## src/rtl/ejercicio_11.sv

```systemverilog
// Period meter: rising-edge to rising-edge time of a slow async input,
// reported in PRESCALE-cycle units, saturating at 2^WIDTH-1.
//
// Ports:
//   clock      system clock, all logic on its rising edge
//   reset      synchronous, active-high
//   i_signal   asynchronous input to be measured
//   o_periodo  last measured period (registered, held between updates)
module ejercicio_11 #(
  parameter int PRESCALE = 500,
  parameter int WIDTH    = 8
) (
  input  logic             clock,
  input  logic             reset,
  input  logic             i_signal,
  output logic [WIDTH-1:0] o_periodo
);

  localparam int PW = (PRESCALE > 1) ? $clog2(PRESCALE) : 1;

  localparam logic [PW-1:0]    PRE_LAST = PW'(PRESCALE - 1);
  localparam logic [PW-1:0]    PRE_ONE  = PW'(1);
  localparam logic [PW-1:0]    PRE_ZERO = '0;
  localparam logic [WIDTH-1:0] CNT_MAX  = '1;
  localparam logic [WIDTH-1:0] CNT_ZERO = '0;

  logic             s1_q, s2_q, s3_q;
  logic [PW-1:0]    pre_q, pre_d;
  logic [WIDTH-1:0] per_q, per_d;
  logic [WIDTH-1:0] out_q, out_d;
  logic             armed_q, armed_d;

  logic rise;
  logic tick;

  assign rise = s2_q & ~s3_q;
  assign tick = (pre_q == PRE_LAST);

  // The rise edge itself is the first clock of the new interval, so the
  // prescaler restarts at 1. That way a spacing of exactly k*PRESCALE
  // clocks has completed k units when the next rise is captured, and a
  // tick landing on that rise belongs to the following unit (discarded).
  always_comb begin
    pre_d   = pre_q;
    per_d   = per_q;
    out_d   = out_q;
    armed_d = armed_q;
    if (rise) begin
      if (armed_q) begin
        out_d = per_q;
      end
      pre_d   = PRE_ONE;
      per_d   = CNT_ZERO;
      armed_d = 1'b1;
    end else if (tick) begin
      pre_d = PRE_ZERO;
      if (per_q != CNT_MAX) begin
        per_d = per_q + WIDTH'(1);
      end
    end else begin
      pre_d = pre_q + PW'(1);
    end
  end

  always_ff @(posedge clock) begin
    if (reset) begin
      s1_q    <= 1'b0;
      s2_q    <= 1'b0;
      s3_q    <= 1'b0;
      pre_q   <= PRE_ZERO;
      per_q   <= CNT_ZERO;
      out_q   <= CNT_ZERO;
      armed_q <= 1'b0;
    end else begin
      s1_q    <= i_signal;
      s2_q    <= s1_q;
      s3_q    <= s2_q;
      pre_q   <= pre_d;
      per_q   <= per_d;
      out_q   <= out_d;
      armed_q <= armed_d;
    end
  end

  assign o_periodo = out_q;

endmodule

```

## config.mk

```make
export PLATFORM = sky130hd
export DESIGN_NAME = ejercicio_11
export DESIGN_NICKNAME = d
export VERILOG_FILES = /design/src/rtl/ejercicio_11.sv
export SDC_FILE = /design/constraint.sdc
export NUM_CORES = 1
export LEC_CHECK = 0
export CORE_UTILIZATION = 62
export CTS_BUF_LIST = sky130_fd_sc_hd__clkbuf_8
export CTS_CLUSTER_DIAMETER = 40
export CTS_CLUSTER_SIZE = 12
export DETAILED_ROUTE_END_ITERATION = 12
export GPL_ROUTABILITY_DRIVEN = 0
export PLACE_DENSITY = 0.95
export SYNTH_ARGS = -nofsm -noshare
export SYNTH_HDL_FRONTEND = slang
export SYNTH_SLANG_ARGS = --single-unit
```

## constraint.sdc

```tcl
create_clock -name clock -period 2.9 [get_ports clock]
set_clock_uncertainty 0.2 [all_clocks]
set_input_delay 0.87 -clock clock [delete_from_list [all_inputs] [get_ports clock]]
set_output_delay 0.87 -clock clock [all_outputs]
set_load 0.05 [all_outputs]
```

==> summary.txt, run 1 <==
die height - 45.7 µm
Comb power frac - 3.3%
Iter 0 DRT Violations - 50
Layout area overhead - 17.2%
Clock Tree Buf Depth - 2
vias in the first global route - 970
IO buf count - 10
number of synthesized register bits - 29
Area after DPL - 1300 µm²
Fill cells - 120
critical path endpoint category - output pin
Tcrit/Tclk final - 86.5%
Reg power frac - 54.2%
Worst EP arrival - 1440 ps
core area - 1760 µm²
Hold Startpoint - s1_q$_SDFF_PP0_
Cells after DPL - 167
max_slew headroom - 48.4%
Req. time, crit path - 1830 ps
Worst path max stage delay - 810 ps
# IOs - 11
first drt pass iteration count - 4
# rows - 15
Final Routed Wirelength - 2420 µm
ANT cells - 0
Clock Latency Late Sink - 280 ps
WL/cell - 13.9 µm
synthesized area per cell - 8.65 µm²
Max IR drop VDD - 0.513 mV
Final setup violation count - 0
final instance area - 1390 µm²
total global-route track usage - 28.5%
switching pwr - 158 µW
delay-heaviest family, CP - buffers and inverters
vias per cell - 5.93
pin count of the biggest net entering global routing - 16
via count - 1032
TritonCTS buffer count - 5
Design Power - 757 µW
Setup TNS Final - 0 ps
top-area cell type share of the netlist area - 49.0%
crit path capture - o_periodo[1]
post-CTS sizing - 0
Final min period - 2510 ps
final cell count without fillers - 174
Clock H-tree levels - 2
power density over the cells - 545 nW/µm²
top cells by area, synth - dfxtp_1, a21oi_1, nand3_1
crit-path cells - clkdlybuf4s50_1
initial antenna violation count - 0
CTS tree - done
max cap viols - 0
CTS sink count - 29
Seq/Total Area, Yosys - 49.0%
Pleak - 0.495 nW
share of post-route cells with drive strength above 1 - 6.71%
GRT Residual Overflow - 0
WP depth - 1
CP max-delay cell - clkdlybuf4s50_1
Setup crit start kind - flip-flop
RSZ-0062 raised after global routing - no
Cell Int Power - 599 µW
post-synthesis cell type count - 29
WHS - 248 ps
cell taking the most area after synthesis - dfxtp_1
CP Max Fanout - 2
Starting Density - 67.2%
Hold Violations, Final - 0
Worst setup startpoint - o_periodo[1]$_SDFFE_PP0P_
CTS Root Cell - clkbuf_8
yosys warns - 0
Hold Path Class - reg -> reg
Horiz. Die Dim - 45.7 µm
Worst Path Buf+Inv - 1
fmax - 399 MHz
commonest non-fill, non-tap cell in the layout - dfxtp_1
commonest non-fill, non-tap cells in the layout - dfxtp_1, nand2_1, a21oi_1, nand3_1, nor2_1
hold_buf cts - 0
Nets - 154
r2r setup slk - 630 ps
status - completed
final slew viol count - 0
worst hold path cell count - 1
Setup CP Type - reg -> out
worst reg-to-reg path cell count - 5
dpl hpwl - 1690 µm
# Post-CTS Setup Buffers - 0
Clk pwr share - 42.5%
Residual DRC - 0
Post-Syn Instances - 137
RR Endpoint - per_q[3]$_SDFFE_PP0P_
first-pass GRT wire length - 4080 µm
Switching Share - 20.9%
total die area - 2090 µm²
Net Count, Synth - 142
Worst R2R Start - pre_q[0]$_SDFF_PP0_
Cell Area, Synth - 1180 µm²
Antenna Nets Post-Route - 0
clock transition at the registers of the reported paths - 60 ps
Worst Tran Pin Value - 766 ps
## cells by family (layout without fill, tap and decap cells)
logic type	count (synthesis)	after routing	share of synthesized area (%)
flops	29	29	49.0
compound gates	23	23	11.6
buf+inv	9	21	3.06
xor+xnor	7	7	5.17
simple gates	67	67	29.0
fa+ha+maj	2	2	2.11
## per-stage QoR
step	util [%]	setup slack, ps
2_1_floorplan	-	880
3_3_place_gp	73.8	694
3_5_place_dp	73.8	633
4_1_cts	78.7	387
5_1_grt	78.7	367
6_report	78.7	392
## worst register-to-register path: stages, from the launching register on
cell     delay (ps)
dfxtp_1         360
ha_1            220
nand2_1          80
or4_1           630
or4_1           570
a21oi_1         140
## synthesized netlist by cell type
cell,n
nand4_2,1
o31ai_1,2
nand3_1,13
o41ai_1,2
nand3b_1,1
and3_1,5
xor2_1,3
nor2b_1,5
inv_1,2
or4_1,4
a41oi_1,1
or3_1,2
nor4_1,1
clkbuf_1,5
nor3_1,3
a21o_1,1
a21oi_1,14
nor2_1,12
dfxtp_1,29
o21ai_0,2
and4_1,1
or2_2,1
xnor2_1,4
clkbuf_2,1
nand4_1,2
ha_1,2
nand2_1,16
o311ai_0,1
buf_2,1
## how the worst min path moves through the flow
stage                                     end  slack [ps]
finish                        s2_q$_SDFF_PP0_         250
global route        o_periodo[3]$_SDFFE_PP0P_         270
CTS                           s2_q$_SDFF_PP0_         260
detailed placement            s2_q$_SDFF_PP0_         230
global placement              s2_q$_SDFF_PP0_         240
floorplan                     s2_q$_SDFF_PP0_         210
## cell type report
class                      count  area (µm²)  share of cell area, %
inverter                       2        7.51                  0.541
timing repair buffer          12         115                   8.29
multi-input combinational     99         568                   40.9
clock buffer                   6        82.6                   5.95
clock inverter                 1        3.75                  0.270
sequential                    29         581                   41.8
tap                           25        31.3                   2.25
## layer usage
| metal | part of all wire, % | vias up | GRT usage (%) |
|---|---|---|---|
| met2 | 49 | 46 | 45.1 |
| li1 | - | 505 | - |
| met4 | 2.6 | 0 | 15.3 |
| met1 | 42 | 474 | 33.2 |
| met3 | 6.8 | 7 | 10.7 |
| met5 | 0 | - | 0 |
## power groups by stage
stage / Sequential, mW / Clock, mW / Combinational [mW]
3_5_place_dp: 0.419 / 0 / 0.0244
4_1_cts: 0.410 / 0.329 / 0.0247
3_3_place_gp: 0.418 / 0 / 0.0236
6_report: 0.410 / 0.322 / 0.0247
5_1_grt: 0.411 / 0.347 / 0.0276
2_1_floorplan: 0.416 / 0 / 0.0176
## sequential cells by signal, summed over array words and instances, names as in the netlist
register	count
s3_q	1
pre_q	9
armed_q	1
o_periodo	8
s2_q	1
per_q	8
s1_q	1
No activity file was read; power rests on OpenSTA's default activity.
==> run 2, diff against run 1 <==
--- a/config.mk
+++ b/config.mk
@@ -8,7 +8,7 @@
 export CORE_UTILIZATION = 62
 export CTS_BUF_LIST = sky130_fd_sc_hd__clkbuf_8
 export CTS_CLUSTER_DIAMETER = 40
-export CTS_CLUSTER_SIZE = 12
+export CTS_CLUSTER_SIZE = 20
 export DETAILED_ROUTE_END_ITERATION = 12
 export GPL_ROUTABILITY_DRIVEN = 0
 export PLACE_DENSITY = 0.95
==> results of run 2 <==
Same layout as run 1: the final DEF is identical, and so are final timing and power.
